## src/rtl/dmem_arbiter.sv

```systemverilog
// dmem_arbiter: shares the data-memory port between the pipeline MEM stage and a debug/DMA burst master.
// The CPU wins ties until the debug side has waited MAX_WAIT cycles, after which one burst preempts it.
module dmem_arbiter #(
   parameter int DM_ADDRESS = 9,
   parameter int DATA_W     = 32,
   parameter int MAX_WAIT   = 8
) (
   input  logic                  clk,
   input  logic                  reset,
   input  logic                  cpu_rd,
   input  logic                  cpu_wr,
   input  logic [DM_ADDRESS-1:0] cpu_addr,
   input  logic [DATA_W-1:0]     cpu_wdata,
   input  logic [2:0]            cpu_funct3,
   output logic [DATA_W-1:0]     cpu_rdata,
   output logic                  cpu_stall,
   input  logic                  dbg_req,
   input  logic                  dbg_wr,
   input  logic [DM_ADDRESS-1:0] dbg_addr,
   input  logic [3:0]            dbg_len,
   input  logic [DATA_W-1:0]     dbg_wdata,
   output logic                  dbg_gnt,
   output logic [DATA_W-1:0]     dbg_rdata,
   output logic                  dbg_rvalid,
   output logic                  mem_rd,
   output logic                  mem_wr,
   output logic [DM_ADDRESS-1:0] mem_addr,
   output logic [DATA_W-1:0]     mem_wdata,
   output logic [2:0]            mem_funct3,
   input  logic [DATA_W-1:0]     mem_rdata
);
   typedef enum logic [1:0] {IDLE, CPU, DBG} state_t;
   state_t state, state_nx;
   logic [3:0] wait_cnt, beat_cnt, beat_idx;
   logic [DM_ADDRESS-1:0] base, beat_base;
   logic wr_flag, beat_wr, cpu_act, in_dbg, gnt, last;
   // First beat uses the live request fields; later beats use the values captured on that beat.
   always_comb begin
      cpu_act    = cpu_rd | cpu_wr;
      in_dbg     = state == DBG;
      gnt        = ~reset & dbg_req & (in_dbg | ~cpu_act | (wait_cnt == 4'(MAX_WAIT)));
      beat_idx   = in_dbg ? beat_cnt : 4'd0;
      beat_base  = in_dbg ? base : dbg_addr;
      beat_wr    = in_dbg ? wr_flag : dbg_wr;
      last       = beat_idx == dbg_len;
      state_nx   = gnt ? (last ? IDLE : DBG) : (cpu_act ? CPU : IDLE);
      dbg_gnt    = gnt;
      cpu_stall  = gnt & cpu_act;
      mem_rd     = ~reset & (gnt ? ~beat_wr : cpu_rd);
      mem_wr     = ~reset & (gnt ? beat_wr : cpu_wr);
      mem_addr   = gnt ? beat_base + DM_ADDRESS'({beat_idx, 2'b00}) : cpu_addr;
      mem_wdata  = gnt ? dbg_wdata : cpu_wdata;
      mem_funct3 = gnt ? 3'b010 : cpu_funct3;
      cpu_rdata  = mem_rdata;
   end
   always_ff @(posedge clk or posedge reset) begin
      if (reset) begin
         state      <= IDLE;
         wait_cnt   <= '0;
         beat_cnt   <= '0;
         base       <= '0;
         wr_flag    <= 1'b0;
         dbg_rvalid <= 1'b0;
         dbg_rdata  <= '0;
      end else begin
         state      <= state_nx;
         wait_cnt   <= (gnt | ~dbg_req) ? 4'd0 : (wait_cnt == 4'(MAX_WAIT)) ? wait_cnt : wait_cnt + 4'd1;
         dbg_rvalid <= gnt & ~beat_wr;
         if (gnt) beat_cnt <= beat_idx + 4'd1;
         if (gnt & ~in_dbg) begin
            base    <= dbg_addr;
            wr_flag <= dbg_wr;
         end
         if (gnt & ~beat_wr) dbg_rdata <= mem_rdata;
      end
   end
endmodule

```

## config.mk

```make
export PLATFORM = sky130hd
export DESIGN_NAME = dmem_arbiter
export DESIGN_NICKNAME = d
export VERILOG_FILES = /design/src/rtl/dmem_arbiter.sv
export SDC_FILE = /design/constraint.sdc
export NUM_CORES = 1
export LEC_CHECK = 0
export CAP_MARGIN = 20
export CORE_AREA = 2 2 105 107
export CTS_CLUSTER_DIAMETER = 150
export DETAILED_ROUTE_END_ITERATION = 6
export DIE_AREA = 0 0 107 109
export GPL_TIMING_DRIVEN = 0
export PLACE_DENSITY = 0.82
export SYNTH_ARGS = -nofsm -noshare
export SYNTH_HDL_FRONTEND = slang
export SYNTH_SLANG_ARGS = --single-unit
```

## constraint.sdc

```tcl
create_clock -name clk -period 2.4 [get_ports clk]
set_input_delay 0.24 -clock clk [delete_from_list [all_inputs] [get_ports clk]]
set_output_delay 0.24 -clock clk [all_outputs]
set_load 0.01 [all_outputs]
```

==> flow_summary_export.csv, run 1 <==
group,metric,value,unit
synthesis,async_flop_share,100,%
sta,fin_crit_sh,122,%
sta,relSlewSlack,63.5,%
sta,rsz0062_at_grt,"true",
worst_setup_path,cp_max_fo,5,
detailed_routing,dr.pass1.iters,4,
sta,finClkSkew,3.35,ps
cells_and_area,area_growth,118,%
global_routing,grt_pass1_wl,20.2,mm
cells_and_area,nets,820,
worst_setup_path,end_kind,"output port",
power,netSwitchingFraction,28.8,%
floorplanning,rows,38,
synthesis,avgSynthCellArea,8.92,um^2
cells_and_area,fillers,725,
synthesis,syn_nets,503,
clocking,cts-root-buf,"clkbuf_8",
worst_setup_path,r2r_start,"wait_cnt[0]$_DFFE_PP0P_",
placement,gp_congestion,0.873,
power,internal-power,2.28,mW
detailed_routing,vias,3986,
synthesis,netlist-cell-type-count,41,
sta,max_freq,0.341,GHz
floorplanning,dieArea,11700,um^2
global_routing,grt_usage,22.3,%
clocking,clk_latency,310,ps
power,p_comb_share,42.8,%
clocking,cts_max_path_buffers,2,
clocking,cts-buffers-inserted,5,
clocking,clock-sinks,53,
run_status,violations,"negative setup slack",
power,ir_drop,0.000413,V
sta,timing_hold_violations_final,0,
cells_and_area,instances_no_fill,828,
clocking,worst_setup_hold_path_clk_slew,90,ps
synthesis,ys_ff_latch,53,
detailed_routing,drtIter0Drc,264,
worst_hold_path,hold_path_class,"input port to asynchronous set/reset pin",
power,power,3.19,mW
floorplanning,pin_count,240,
worst_setup_path,crit_required,2160,ps
worst_setup_path,startpoint,"state[1]$_DFF_PP0_",
cells_and_area,drive_above_1_share,45.0,%
clocking,cts_tree,"yes",
sta,tightestPinTransition,547,ps
synthesis,synth_area_leader_cell,"dfrtp_1",
power,seq_power_share,37.4,%
synthesis,ys.flop_type,"dfrtp_1",
detailed_routing,via_per_inst,4.81,
synthesis,netlist_area,3280,um^2
synthesis,synth.area.top_cells,"dfrtp_1 (40%), nand2_1 (15%), mux2_2 (14%)",
global_routing,grt_antenna_before_repair,2,
cells_and_area,fin_area,7170,um^2
synthesis,synth_top_area_share,40.4,%
worst_setup_path,startpoint_type,"register",
placement,io_buffers,239,
power,clkPwrFrac,19.8,%
placement,placedCellCount,748,
floorplanning,die_w,107,um
clocking,htreeDepth,2,
synthesis,synth_edf_count,0,
sta,fin_crit,2940,ps
detailed_routing,ant_nets,0,
synthesis,yosysWarnings,0,
detailed_routing,post_drt_wl_per_cell,18.3,um
power,switching_power,0.920,mW
job,cap_violations,0,
detailed_routing,wl,15.1,mm
detailed_routing,drcViolationCount,0,
worst_setup_path,critical_path_arrival,2700,ps
floorplanning,initial_utilization,31.0,%
sta,slew_violations,0,
global_routing,grt_pass1_vias,4034,
run_status,status,"finished, violations left",
floorplanning,core,10600,um^2
synthesis,yosysSeqAreaShare,40.4,%
sta,setup_violations,20,
synthesis,synthCells,368,
sta,setup_slack,-536,ps
power,leakagePower,3.31,nW
global_routing,grt_overflow,0,
worst_setup_path,crit_type,"register to output port",
floorplanning,die_h,109,um
power,p_per_area,446,nW/um^2
global_routing,grt_max_degree,33,
placement,dpl_cell_area,5890,um^2
placement,dp_hpwl,9.57,mm
[cell usage after synthesis, types with 2 or more instances]
| cell type | instances |
|---|---|
| buf_4 | 32 |
| buf_2 | 8 |
| clkbuf_1 | 6 |
| mux2i_1 | 3 |
| ha_1 | 7 |
| a21o_1 | 2 |
| nor3_1 | 2 |
| o21ai_0 | 9 |
| nand2b_1 | 2 |
| a21oi_1 | 5 |
| mux2_2 | 40 |
| a211oi_1 | 3 |
| nor2_1 | 12 |
| nand2_1 | 131 |
| a31oi_1 | 5 |
| mux2_1 | 2 |
| xnor2_1 | 6 |
| inv_1 | 5 |
| and2_1 | 7 |
| xor2_1 | 2 |
| nand3_1 | 3 |
| dfrtp_1 | 53 |
| nor2b_1 | 2 |
| buf_6 | 4 |
[path summary, 6_finish.rpt]
kind	to	slack, ps	cells after the start
max in group asynchronous	dbg_rdata[0]$_DFFE_PP0P_	1440	3
worst max-delay path	mem_addr[8]	-540	11
min in group clk	wr_flag$_DFFE_PP0P_	510	2
worst min-delay path	wait_cnt[2]$_DFFE_PP0P_	400	2
worst max register to register	dbg_rdata[18]$_DFFE_PP0P_	70	11
worst min register to register	wr_flag$_DFFE_PP0P_	510	2
[registers in the layout (all words and copies together), names as in the netlist]
name and count:
base 9, beat_cnt 4, state 2, wait_cnt 4, dbg_rvalid 1, dbg_rdata 32, wr_flag 1
[kinds of logic (layout without fill, tap and decap cells)]
logic type	Yosys count	after routing	synth area share [%]
AOI/OAI and AO/OA	33	33	6.82
xor gates and xnor gates	8	8	2.14
adders and majority gates	8	8	3.28
buffers and inverters	56	374	11.3
DFF	53	53	40.4
muxes	45	45	15.3
other	0	2	0
and+or+nand+nor	165	165	20.7
[worst max-delay path: stages (launching register included)]
cell	delay (ps)
dfrtp_1	410
nor2b_4	150
buf_8	120
and2_4	160
ha_4	160
fa_2	330
a21o_1	210
a21oi_2	160
buf_4	140
nor3_2	30
o31ai_2	310
buf_2	210
[cells in the final DEF (no fill, tap or decap), types with 5 or more instances in the layout]
| master | netlist | final |
|---|---|---|
| clkdlybuf4s50_1 | 0 | 191 |
| buf_6 | 4 | 58 |
| buf_2 | 8 | 28 |
| nand2_4 | 0 | 23 |
| mux2_2 | 40 | 40 |
| xnor2_1 | 6 | 6 |
| buf_4 | 32 | 65 |
| buf_12 | 0 | 5 |
| dfrtp_1 | 53 | 53 |
| nand2_1 | 131 | 74 |
| buf_8 | 0 | 7 |
| clkbuf_8 | 0 | 6 |
| and2_4 | 0 | 5 |
| nor2_1 | 12 | 11 |
| nand2_2 | 0 | 34 |
[layout make-up]
type | count | area [um^2] | share of cell area [%]
Inverter | 6 | 27.5 | 0.384
Sequential cell | 53 | 1330 | 18.5
Clock buffer | 6 | 82.6 | 1.15
Buffer | 47 | 444 | 6.20
Timing Repair Buffer | 313 | 3040 | 42.4
Antenna cell | 2 | 5.00 | 0.0698
Clock inverter | 2 | 37.5 | 0.524
Tap cell | 140 | 175 | 2.44
Multi-Input combinational cell | 259 | 2030 | 28.3
[metrics by stage]
stage	hold slack, ps	setup slack (ps)	utilization [%]	TNS [ps]
after floorplan	372	1.65	-	0
after global placement	464	-979	55.4	-30210
after detailed placement	486	-713	55.6	-19730
after CTS	392	-425	64.0	-5570
after global routing	419	-616	67.6	-4120
final	399	-536	67.6	-2080
[power groups by stage]
stage                     Clock, mW  Combinational (mW)  Sequential [mW]
after floorplan                   0               0.376             1.26
after global placement            0                1.19             1.19
after detailed placement          0                1.21             1.21
after CTS                     0.659                1.29             1.19
after global routing          0.695                1.44             1.22
final                         0.633                1.37             1.20
[layer usage]
metal  global-route usage [%]  wire (um)  vias up
met5                        0          0        -
met4                     10.2        622        0
met3                     7.71       1500       42
met2                     41.3       7730      235
met1                     22.5       5280     1902
li1                         -          -     1807
[timing repair]
action,in CTS,in global routing
hold buffers,0,0
resized for setup,320,87
setup endpoints to repair,48,75
pin swaps,50,43
buffers inserted,60,15
cloned,3,2
Note: power is estimated with default switching activity, not from simulation.
==> run 2, diff against run 1 <==
Settings changed: CORE_AREA 2 2 105 107 to 2 2 96 98, DIE_AREA 0 0 107 109 to 0 0 98 100, PLACE_DENSITY 0.82 to 0.92.
Clock period 2.4 ns to 3.7 ns, I/O delays scaled along.
==> flow_summary_export.csv, run 2 (synthesized netlist as in run 1, its figures left out) <==
group,metric,value,unit
run_status,status,"completed",
cells_and_area,mostFrequentLayoutCell,"clkdlybuf4s50_1",
power,ir_drop,0.000231,V
sta,relSlewSlack,60.8,%
worst_setup_path,slowest_stage,"clkdlybuf4s50_1",
placement,gp_congestion,0.901,
worst_setup_path,crit_top_cell,"nand2_1",
clocking,ctsResizeCount,2,
worst_setup_path,rr_endpoint,"dbg_rdata[25]$_DFFE_PP0P_",
detailed_routing,drtIter0Drc,60,
worst_setup_path,crit_required,3330,ps
worst_setup_path,cp_cell_sequence,"nand2b_1 > clkbuf_1 > clkbuf_4 > nand2_1 > nand2_1 > ha_1 > a211oi_1 > o21bai_1 > nand4_1 > or3b_1 > clkdlybuf4s50_1",
clocking,clock-sinks,53,
worst_setup_path,r2r_start,"wait_cnt[0]$_DFFE_PP0P_",
sta,slew_violations,0,
placement,io_buffers,239,
global_routing,grt_antenna_before_repair,0,
power,p_per_area,322,nW/um^2
job,cap_violations,0,
detailed_routing,post_drt_wl_per_cell,15.0,um
cells_and_area,regMostFlops,"dbg_rdata",
detailed_routing,drcViolationCount,0,
worst_hold_path,hold_depth,2,
clocking,worst_setup_hold_path_clk_slew,90,ps
worst_hold_path,hold_start,"wr_flag$_DFFE_PP0P_",
sta,fin_crit,3550,ps
floorplanning,initial_utilization,36.9,%
cells_and_area,fin_util,67.0,%
detailed_routing,via_per_inst,4.75,
sta,finClkSkew,7.39,ps
detailed_routing,vias,3447,
floorplanning,die_h,100,um
detailed_routing,ant_nets,0,
clocking,cts-buffers-inserted,5,
clocking,cts_tree,"yes",
worst_setup_path,startpoint_type,"register",
sta,tightestPinTransition,586,ps
global_routing,grt_overflow,0,
global_routing,grt_pass1_wl,17.5,mm
clocking,htreeDepth,2,
cells_and_area,drive_above_1_share,16.1,%
power,leakagePower,2.73,nW
worst_setup_path,path_delay_family,"buffers and inverters",
cells_and_area,diodes,0,
worst_setup_path,end_kind,"output port",
cells_and_area,fillers,692,
cells_and_area,layout_common_cells,"clkdlybuf4s50_1 (237), nand2_1 (131), dfrtp_1 (53)",
floorplanning,rows,35,
sta,timing_hold_violations_final,0,
sta,holdWs,492,ps
cells_and_area,multi_input_area,1590,um^2
cells_and_area,top_regs,"dbg_rdata x32, base x9",
sta,tns,0,ps
cells_and_area,nets,750,
clocking,clk_latency,300,ps
global_routing,grt_max_degree,29,
worst_setup_path,cp_max_fo,10,
sta,setup_violations,0,
clocking,cts_max_path_buffers,2,
detailed_routing,wl,10.9,mm
placement,dp_hpwl,8.88,mm
detailed_routing,dr.pass1.iters,6,
floorplanning,die_w,98,um
worst_hold_path,min_to,"wr_flag$_DFFE_PP0P_",
cells_and_area,register_area,1330,um^2
sta,fin_crit_sh,95.8,%
worst_setup_path,critPathBufInv,3,
worst_setup_path,crit_path_max_incr_delay,490,ps
clocking,cts-root-buf,"clkbuf_8",
worst_hold_path,hold_path_class,"register to register",
worst_setup_path,ff2ff_path_depth,8,
cells_and_area,largest_reg_flops,32,
worst_setup_path,crit_type,"register to output port",
floorplanning,pin_count,240,
cells_and_area,area_growth,81.4,%
clocking,cts_setup_buffers,0,
global_routing,grt_pass1_vias,3619,
floorplanning,core,8890,um^2
worst_setup_path,r2r_slack,1510,ps
global_routing,grt_usage,21.9,%
worst_setup_path,critical_path_arrival,3180,ps
sta,max_freq,0.282,GHz
floorplanning,dieArea,9800,um^2
clocking,holdBufCountCts,0,
==> run 2: cell types whose count changed in the layout (fill, tap and decap cells not counted), sizes merged <==
cell	before	now
clkdlybuf4s15	1	0
clkbuf	10	12
clkinv	0	1
clkinvlp	1	0
dlygate4sd2	1	0
clkdlybuf4s50	191	237
buf	163	44
dlymetal6s2s	0	2
diode	2	0
==> run 2: through the flow <==
step	instance area, um^2	cells	setup WS [ps]	total power [mW]
floorplan	3280	368	952	1.06
global placement	5810	718	64.4	1.53
detailed placement	5830	719	276	1.56
CTS	5940	726	42.0	1.94
global route	5950	726	-3.91	2.03
finish	5950	726	154	1.92
==> run 2: where the power goes <==
part / internal [mW] / total, mW / switching (mW)
registers: 0.704 / 0.773 / 0.0693
logic: 0.503 / 0.773 / 0.270
clock network: 0.197 / 0.373 / 0.176
total: 1.40 / 1.92 / 0.515
==> run 2: layer usage <==
metal,vias up,wire (um),track usage (%)
met5,-,0,0
met1,1579,4360,26.6
met3,16,1080,6.34
met2,184,5240,37.5
li1,1668,-,-
met4,0,233,7.48
==> run 2: layout make-up <==
cell class	count	area share, %
flip-flops and latches	53	22.3
repair buffers	240	40.6
multi-input cells	259	26.7
well taps	111	2.33
plain buffers	50	5.91
clock buffers	5	1.16
clock inverters	2	0.589
inverters	6	0.378
==> run 2: how the worst max path moves through the flow <==
stage / startpoint / end / slack, ps / depth (start not counted)
3_5_place_dp: state[0]$_DFF_PP0_ / mem_addr[7] / 280 / 9
2_1_floorplan: state[1]$_DFF_PP0_ / mem_addr[8] / 950 / 9
3_3_place_gp: reset / mem_wr / 60 / 5
4_1_cts: state[0]$_DFF_PP0_ / mem_addr[7] / 40 / 9
5_1_grt: state[0]$_DFF_PP0_ / mem_addr[7] / -4 / 11
6_report: state[0]$_DFF_PP0_ / mem_addr[7] / 150 / 11
==> run 2: tightest hold or removal path: cells and delay by family, from the launching register on <==
kind | cells | cell delay [ps]
AO/OA/AOI/OAI | 1 | 60
flip-flops | 1 | 350
AND/OR/NAND/NOR | 1 | 40
